### config.mk
export PLATFORM = sky130hd
export DESIGN_NAME = calc_operand_regs_flat
export DESIGN_NICKNAME = d
export VERILOG_FILES = /design/src/rtl/calc_operand_regs_if.sv /design/src/rtl/calc_operand_regs.sv /design/src/flat_wrapper.sv
export SDC_FILE = /design/constraint.sdc
export NUM_CORES = 1
export LEC_CHECK = 0
export CELL_PAD_IN_SITES_DETAIL_PLACEMENT = 1
export CELL_PAD_IN_SITES_GLOBAL_PLACEMENT = 2
export CORE_MARGIN = 2
export CORE_UTILIZATION = 37
export CTS_CLUSTER_DIAMETER = 150
export DETAILED_ROUTE_END_ITERATION = 16
export MAX_ROUTING_LAYER = met4
export PLACE_DENSITY = 0.84
export SKIP_LAST_GASP = 1
export SLEW_MARGIN = 20
export SYNTH_ARGS = -nofsm -noshare
export SYNTH_HDL_FRONTEND = slang
export SYNTH_SLANG_ARGS = --single-unit
export TNS_END_PERCENT = 100
### constraint.sdc
create_clock -name clock -period 4.6 [get_ports clock]
set_input_delay 1.15 -clock clock [delete_from_list [all_inputs] [get_ports clock]]
set_output_delay 1.15 -clock clock [all_outputs]
set_load 0.01 [all_outputs]
### src/rtl/calc_operand_regs_if.sv
// Keypad/arith-facing bus of the operand register file.
//   Strobes (newhex/newop/eq/newdel/newclr/recall), hexcode and answer flow
//   from the master (keypad decoder + arith block) into the slave (register file).
//   V1_reg/V2_reg/digits/entry_full/hist_count/mode flow back out of the slave.
interface calc_operand_regs_if #(
    parameter int WIDTH      = 16,
    parameter int HIST_DEPTH = 4
);
    localparam int NDIG = WIDTH / 4;
    localparam int DW   = $clog2(NDIG + 1);
    localparam int HCW  = $clog2(HIST_DEPTH + 1);

    logic                    newhex;
    logic [3:0]              hexcode;
    logic                    newop;
    logic                    eq;
    logic                    newdel;
    logic                    newclr;
    logic                    recall;
    logic signed [WIDTH-1:0] answer;

    logic signed [WIDTH-1:0] V1_reg;
    logic signed [WIDTH-1:0] V2_reg;
    logic [DW-1:0]           digits;
    logic                    entry_full;
    logic [HCW-1:0]          hist_count;
    logic [1:0]              mode;

    modport master (
        output newhex, hexcode, newop, eq, newdel, newclr, recall, answer,
        input  V1_reg, V2_reg, digits, entry_full, hist_count, mode
    );

    modport slave (
        input  newhex, hexcode, newop, eq, newdel, newclr, recall, answer,
        output V1_reg, V2_reg, digits, entry_full, hist_count, mode
    );
endinterface

### src/rtl/calc_operand_regs.sv
// Operand register file for the hex calculator.
//   clock, reset : system clock, asynchronous active-high reset
//   bus (slave)  : key strobes + answer in; V1/V2 operands, digit count,
//                  entry_full pulse, history count and FSM mode out.
// Holds entry operand V1 and latched operand V2, an entry-state FSM
// (ENTRY/OPWAIT/RESULT) and a HIST_DEPTH-deep answer history with recall.
// All outputs are registered; only the highest-priority strobe in a cycle acts.
module calc_operand_regs #(
    parameter int WIDTH      = 16,
    parameter int HIST_DEPTH = 4
) (
    input  logic clock,
    input  logic reset,
    calc_operand_regs_if.slave bus
);
    localparam int NDIG = WIDTH / 4;
    localparam int DW   = $clog2(NDIG + 1);
    localparam int HCW  = $clog2(HIST_DEPTH + 1);
    localparam int PW   = $clog2(HIST_DEPTH);
    localparam logic [DW-1:0]  NDIG_C = DW'(NDIG);
    localparam logic [HCW-1:0] HFULL  = HCW'(HIST_DEPTH);

    typedef enum logic [1:0] {
        ENTRY  = 2'd0,
        OPWAIT = 2'd1,
        RESULT = 2'd2
    } mode_e;

    mode_e            mode_q, mode_d;
    logic [WIDTH-1:0] v1_q, v1_d;
    logic [WIDTH-1:0] v2_q, v2_d;
    logic [DW-1:0]    digits_q, digits_d;
    logic             full_q, full_d;
    logic [HCW-1:0]   hcnt_q, hcnt_d;
    logic [PW-1:0]    wr_q, wr_d;
    // Recall offset: 0 = newest entry, k = k-th older entry.
    logic [PW-1:0]    rec_q, rec_d;
    logic [WIDTH-1:0] hist_q [HIST_DEPTH];
    logic [WIDTH-1:0] hist_d [HIST_DEPTH];
    logic [PW-1:0]    rd_idx;

    assign rd_idx = wr_q - PW'(1) - rec_q;

    always_comb begin
        mode_d   = mode_q;
        v1_d     = v1_q;
        v2_d     = v2_q;
        digits_d = digits_q;
        full_d   = 1'b0;
        hcnt_d   = hcnt_q;
        wr_d     = wr_q;
        rec_d    = rec_q;
        hist_d   = hist_q;

        // Any non-recall strobe, even one that loses arbitration, rewinds recall.
        if (bus.newclr || bus.eq || bus.newop || bus.newhex || bus.newdel)
            rec_d = '0;

        if (bus.newclr) begin
            v1_d     = '0;
            digits_d = '0;
            mode_d   = ENTRY;
        end else if (bus.eq) begin
            v1_d         = bus.answer;
            digits_d     = NDIG_C;
            mode_d       = RESULT;
            hist_d[wr_q] = bus.answer;
            wr_d         = wr_q + 1'b1;
            if (hcnt_q != HFULL)
                hcnt_d = hcnt_q + 1'b1;
        end else if (bus.newop) begin
            v2_d   = v1_q;
            mode_d = OPWAIT;
        end else if (bus.newhex) begin
            if (mode_q == ENTRY) begin
                if (digits_q < NDIG_C) begin
                    v1_d = {v1_q[WIDTH-5:0], bus.hexcode};
                    // Leading zeros are not significant digits.
                    if (!(bus.hexcode == 4'h0 && digits_q == '0))
                        digits_d = digits_q + 1'b1;
                end else begin
                    full_d = 1'b1;
                end
            end else begin
                // First key after an operator/result starts a fresh operand.
                v1_d     = {{(WIDTH-4){1'b0}}, bus.hexcode};
                digits_d = DW'(bus.hexcode != 4'h0);
                mode_d   = ENTRY;
            end
        end else if (bus.newdel) begin
            if (mode_q == ENTRY && digits_q != '0) begin
                v1_d     = v1_q >> 4;
                digits_d = digits_q - 1'b1;
            end
        end else if (bus.recall) begin
            if (hcnt_q != '0) begin
                v1_d     = hist_q[rd_idx];
                digits_d = NDIG_C;
                mode_d   = RESULT;
                rec_d    = (HCW'(rec_q) + 1'b1 == hcnt_q) ? '0 : rec_q + 1'b1;
            end
        end
    end

    always_ff @(posedge clock or posedge reset) begin
        if (reset) begin
            mode_q   <= ENTRY;
            v1_q     <= '0;
            v2_q     <= '0;
            digits_q <= '0;
            full_q   <= 1'b0;
            hcnt_q   <= '0;
            wr_q     <= '0;
            rec_q    <= '0;
            for (int i = 0; i < HIST_DEPTH; i++)
                hist_q[i] <= '0;
        end else begin
            mode_q   <= mode_d;
            v1_q     <= v1_d;
            v2_q     <= v2_d;
            digits_q <= digits_d;
            full_q   <= full_d;
            hcnt_q   <= hcnt_d;
            wr_q     <= wr_d;
            rec_q    <= rec_d;
            hist_q   <= hist_d;
        end
    end

    assign bus.V1_reg     = v1_q;
    assign bus.V2_reg     = v2_q;
    assign bus.digits     = digits_q;
    assign bus.entry_full = full_q;
    assign bus.hist_count = hcnt_q;
    assign bus.mode       = mode_q;
endmodule

### src/flat_wrapper.sv
// flat-port wrapper written by rule: the top's interface ports become plain ports
module calc_operand_regs_flat 
#(
    parameter int WIDTH      = 16,
    parameter int HIST_DEPTH = 4
)
  (clock, reset, bus_newhex, bus_hexcode, bus_newop, bus_eq, bus_newdel, bus_newclr, bus_recall, bus_answer, bus_V1_reg, bus_V2_reg, bus_digits, bus_entry_full, bus_hist_count, bus_mode);
  calc_operand_regs_if #(.WIDTH(WIDTH), .HIST_DEPTH(HIST_DEPTH)) bus_i ();
  input  logic clock;
  input  logic reset;
  input wire logic [$bits(bus_i.newhex)-1:0] bus_newhex;
  input wire logic [$bits(bus_i.hexcode)-1:0] bus_hexcode;
  input wire logic [$bits(bus_i.newop)-1:0] bus_newop;
  input wire logic [$bits(bus_i.eq)-1:0] bus_eq;
  input wire logic [$bits(bus_i.newdel)-1:0] bus_newdel;
  input wire logic [$bits(bus_i.newclr)-1:0] bus_newclr;
  input wire logic [$bits(bus_i.recall)-1:0] bus_recall;
  input wire logic [$bits(bus_i.answer)-1:0] bus_answer;
  output wire logic [$bits(bus_i.V1_reg)-1:0] bus_V1_reg;
  output wire logic [$bits(bus_i.V2_reg)-1:0] bus_V2_reg;
  output wire logic [$bits(bus_i.digits)-1:0] bus_digits;
  output wire logic [$bits(bus_i.entry_full)-1:0] bus_entry_full;
  output wire logic [$bits(bus_i.hist_count)-1:0] bus_hist_count;
  output wire logic [$bits(bus_i.mode)-1:0] bus_mode;
  assign bus_i.newhex = bus_newhex;
  assign bus_i.hexcode = bus_hexcode;
  assign bus_i.newop = bus_newop;
  assign bus_i.eq = bus_eq;
  assign bus_i.newdel = bus_newdel;
  assign bus_i.newclr = bus_newclr;
  assign bus_i.recall = bus_recall;
  assign bus_i.answer = bus_answer;
  assign bus_V1_reg = bus_i.V1_reg;
  assign bus_V2_reg = bus_i.V2_reg;
  assign bus_digits = bus_i.digits;
  assign bus_entry_full = bus_i.entry_full;
  assign bus_hist_count = bus_i.hist_count;
  assign bus_mode = bus_i.mode;
  calc_operand_regs #(.WIDTH(WIDTH), .HIST_DEPTH(HIST_DEPTH)) u_core (.clock(clock), .reset(reset), .bus(bus_i));
endmodule
=== After elaboration in Yosys (flattened, before gate mapping) ===
Cells that the tools add are included.

* Output and inout bits: 41
* Flip-flop bits (word level): 109
* Logic and storage cells: 109
* Input port bits: 28

* $add $sub $neg: 8
* Muxes and demuxes: 50
* Bitwise gates (word level): 4
* Equal/unequal tests: 8
* Reduce and logical (&&, ||, !) cells: 23
* $lt $le $gt $ge: 4

{| class="wikitable"
|+ Operator list
! cell !! number
|-
| 16-bit two-way mux || 13
|-
| 64-bit bitwise mux || 1
|-
| 2-bit two-way mux || 17
|-
| 3-bit two-way mux || 11
|-
| 16-bit binary-select mux with 2-bit select || 1
|-
| 16-bit demux with 2-bit select || 1
|-
| 5-bit nonzero test || 4
|-
| 5-bit != test, second input constant || 3
|-
| 3-bit by 1-bit adder with 3-bit output, second input constant || 2
|-
| 3-bit greater-or-equal comparator, second input constant || 2
|-
| 1-bit two-way mux || 6
|-
| 2-bit NOT with 3-bit output || 2
|-
| 3-bit AND reduction || 2
|-
| 6-bit AND reduction || 1
|-
| 3-bit nonzero test || 2
|-
| 5-bit by 3-bit != test with 1-bit output, second input constant || 1
|-
| 5-bit by 4-bit != test with 1-bit output, second input constant || 1
|-
| 5-bit AND reduction || 1
|-
| 2-bit by 1-bit adder with 2-bit output, second input constant || 2
|-
| 4-bit logical NOT || 1
|-
| 1-bit logical OR || 4
|-
| 4-bit AND reduction || 1
|-
| 4-bit nonzero test || 1
|-
| 2-bit by 1-bit adder with 3-bit output, second input constant || 1
|-
| 13 further kinds || 16
|}

=== Longest topological paths before layout ===
* Depth after elaboration: 13
* Gate-level depth with buffers: 9

=== Worst setup path before layout ===
OpenSTA, ideal clock, no wires.

* Kind: input to register
* Start point: in bus_newop
* End point: reg u_core.v1_q[13], in the netlist u_core.bus.V1_reg[13]
* Stages on the path: 7
* Setup slack: 2.181 ns
* Data arrival time: 2.315 ns
* Setup time: 0.104 ns
* Required time: 4.496 ns
* Path buffers: 2
* Cell sequence: buf_1 nor2b_1 o2bb2ai_1 a31oi_2 buf_2 nor2_1 a221oi_1

* Longest elaborated chain between the ends: 2

{| class="wikitable"
|+ RTL lines
! what !! RTL line !! RTL
|-
| from (decl) || flat_wrapper.sv:13 || <nowiki>input wire logic [$bits(bus_i.newop)-1:0] bus_newop;</nowiki>
|-
| 3-bit by 1-bit != test with 1-bit output (no source line) || -- ||
|-
| 5-bit AND reduction (no source line) || -- ||
|-
| to (signal assigned) || calc_operand_regs.sv:119 || <nowiki>v1_q <= v1_d;</nowiki>
|-
| to (decl) || calc_operand_regs.sv:30 || <nowiki>logic [WIDTH-1:0] v1_q, v1_d;</nowiki>
|}

Every way passes these cells.
A chain may end at the register's enable or synchronous reset.

=== Worst setup path in the final report ===
* Start point: in bus_eq
* End point: reg u_core.hist_q[56] in the netlist's numbering

* Longest elaborated chain between the ends: 1

{| class="wikitable"
|+ RTL lines
! what !! RTL line !! RTL
|-
| from (decl) || flat_wrapper.sv:14 || <nowiki>input wire logic [$bits(bus_i.eq)-1:0] bus_eq;</nowiki>
|-
| 2-bit AND reduction (no source line) || -- ||
|-
| to (signal assigned) || calc_operand_regs.sv:126 || <nowiki>hist_q <= hist_d;</nowiki>
|-
| to (decl) || calc_operand_regs.sv:38 || <nowiki>logic [WIDTH-1:0] hist_q [HIST_DEPTH];</nowiki>
|}

Every way passes these cells.

==> flow_metrics.env <==
export IMPL_run_status="finished clean"
export IMPL_route_detailed_drc=0
export IMPL_io_pins=69
export IMPL_rsz0062_at_grt="false"
export IMPL_hold_viol_final=0
export IMPL_placed_area_um2=6170
export IMPL_max_slew_margin_pct=43.4
export IMPL_grtUsageTotal_pct=19.6
export IMPL_worst_slew_pin_slew_ns=0.847
export IMPL_drive_above_1_share_pct=24.2
export IMPL_p_int_uw=2430
export IMPL_p_comb_share_pct=37.2
export IMPL_clk_latency_ns=0.36
export IMPL_min_period_over_period_pct=72.3
export IMPL_cp_data_arrival_time_ns=3.56
export IMPL_finalSetupViolCount=0
export IMPL_cts_setup_buffers=0
export IMPL_start_util_pct=38.0
export IMPL_clk_pin_slew_worst_paths_ns=0.07
export IMPL_critical_path_max_stage_delay_ns=0.68
export IMPL_hold_class="flip-flop to flip-flop"
export IMPL_final_cell_mix="109 x dfrtp_1, 91 x mux2_2, 68 x clkdlybuf4s50_1"
export IMPL_postRouteWirelength_um=13700
export IMPL_power_leakage_uw=0.00277
export IMPL_reg2reg_from="u_core.rec_q[0]"
export IMPL_cts_root_buffer="clkbuf_16"
export IMPL_grt_pass1_vias=3984
export IMPL_synth_seq_cells=109
export IMPL_fmax_mhz=301
export IMPL_grt_pass1_wl_um=21800
export IMPL_slew_violations=0
export IMPL_synth_ff_type="dfrtp_1"
export IMPL_largest_reg_flops=64
export IMPL_dieHeight_um=124
export IMPL_antenna_cells=0
export IMPL_synth_nets=479
export IMPL_synthCells=440
export IMPL_clock_sinks=109
export IMPL_start_kind="input pin"
export IMPL_layout_setup_ws_ns=1.27
export IMPL_tritoncts="yes"
export IMPL_hpwl_um=9590
export IMPL_postLayoutCellArea_um2=6460
export IMPL_syn2layout_area_growth_pct=22.0
export IMPL_power_frac_clock_pct=21.2
export IMPL_antenna_found_initial=0
export IMPL_drtPass1Iterations=4
export IMPL_instances_no_fill=688
export IMPL_critPathCaptureType="flip-flop"
export IMPL_drt_iter0_drc=343
export IMPL_port_buffer_count=68
export IMPL_crit_chain="clkdlybuf4s50_1 > inv_1 > nor2_1 > nand2_1 > mux2_2"
export IMPL_layout_cells_most_common="dfrtp_1"
export IMPL_fin_skew_ns=0.0114
export IMPL_reg2reg_slack_ns=2.13
export IMPL_reg2reg_depth=7
export IMPL_drt_vias_per_instance=5.47
export IMPL_grt_max_degree=63
export IMPL_place_congestion=0.778
export IMPL_cts_path_max_buffers=2
export IMPL_p_switching_uw=1250
export IMPL_cts_hold_buf=0
export IMPL_ctsResizeCount=0
export IMPL_hold_start="u_core.hist_q[51]"
export IMPL_post_synth_cell_area_avg_um2=12.0
export IMPL_maxCapViolations=0
export IMPL_fp_dieW_um=124
export IMPL_holdPathEnd="u_core.hist_q[51]"
export IMPL_numCtsBuffers=9
export IMPL_ir_drop_v=0.000222
export IMPL_antenna_left=0
export IMPL_place_inst=672
export IMPL_synth_area_um2=5290
export IMPL_rows=43
export IMPL_pre_cts_ws_ns=0.891
export IMPL_p_total_uw=3680
export IMPL_fin_nets=542
export IMPL_wl_per_cell_um=19.9
export IMPL_htree_levels=3
export IMPL_min_path_cells=1
export IMPL_die_area_um2=15300
export IMPL_worstPathMaxFanout=16
export IMPL_fin_crit_ns=3.33
export IMPL_crit_start="bus_eq"
export IMPL_p_sw_share_pct=33.9
export IMPL_ys_types=43
export IMPL_yosys_warnings=0
export IMPL_fin_tns_setup_ns=0
export IMPL_p_per_area_nw_per_um2=569
export IMPL_via_count=3764
export IMPL_synth_edf_count=0
export IMPL_worstReg2RegEnd="u_core.bus.V1_reg[5]"
export IMPL_synth_seq_area_share_pct=51.5
export IMPL_grt_ovfl_total=0
export IMPL_crit_required_ns=4.84
export IMPL_core_area_um2=13900
export IMPL_path_class="input pin to flip-flop"
export IMPL_synthArstFlopShare_pct=100
export IMPL_cp_slowest_cell="nand2_1"
export IMPL_pwr_share_seq_pct=41.7
[metrics by stage]
step                      hold WS (ns)  util (%)
after floorplan                  0.474         -
after global placement           0.481      44.2
after detailed placement         0.490      44.2
after CTS                        0.507      46.4
after global routing             0.519      46.4
final                            0.505      46.4
[per-layer routing]
metal	up-vias	wire, µm	global-route usage (%)
li1	1733	-	-
met1	1944	6590	26.6
met2	70	6490	30.5
met3	17	313	2.11
met4	0	279	7.32
met5	-	0	-
[worst max-delay path by stage]
stage | endpoint | slack, ns | cells past startpoint
after detailed placement | u_core.hist_q[42] | 0.89 | 5
after floorplan | u_core.bus.V1_reg[0] | 0.58 | 1
after global placement | u_core.hist_q[53] | 0.98 | 5
after global routing | u_core.hist_q[56] | 1.11 | 5
final | u_core.hist_q[56] | 1.27 | 5
after CTS | u_core.hist_q[42] | 1.23 | 5
[kinds of logic (layout without fill, tap and decap cells)]
logic type | after synthesis | count (layout) | synth area share [%]
AO/OA/AOI/OAI | 83 | 83 | 10.2
multiplexers | 112 | 112 | 24.3
buffers and inverters | 33 | 101 | 2.53
AND/OR/NAND/NOR | 84 | 84 | 7.26
adder cells (fa/ha/maj) | 11 | 11 | 2.60
XOR/XNOR | 8 | 8 | 1.61
flip-flops | 109 | 109 | 51.5
[critical path: cells and delay by family]
| kind | cells | cell delay, ns |
|---|---|---|
| buf+inv | 2 | 0.70 |
| mux | 1 | 0.49 |
| simple gates | 2 | 1.21 |
[Yosys cell counts (all sizes together), types with 5 or more instances]
cell	number	area, µm²
or3	5	31.3
a221o	8	80.1
xnor2	5	43.8
o21ai	30	150
nor2	20	75.1
nand2	36	135
ha	11	138
a21oi	17	85.1
mux2i	17	170
a211oi	9	67.6
nand3	6	30.0
clkbuf	12	45.0
dfrtp	109	2730
inv	11	41.3
mux2	91	1020
buf	10	47.6
[power groups by stage]
stage | sequential, µW | combinational [µW] | clock [µW]
6_report | 1530 | 1370 | 778
5_1_grt | 1580 | 1490 | 839
4_1_cts | 1530 | 1380 | 794
3_5_place_dp | 1550 | 1360 | 0
3_3_place_gp | 1510 | 1310 | 0
2_1_floorplan | 1500 | 930 | 0
[area by class of cell]
cell class                      instances  area [µm²]
Clock buffer                           10         239
Clock inverter                          6        53.8
Fill cell                            1455        7480
Inverter                               11        43.8
Multi-Input combinational cell        298        2430
Sequential cell                       109        2730
Tap cell                              180         225
Timing Repair Buffer                   74         738
(Power assumes the default switching activity.)
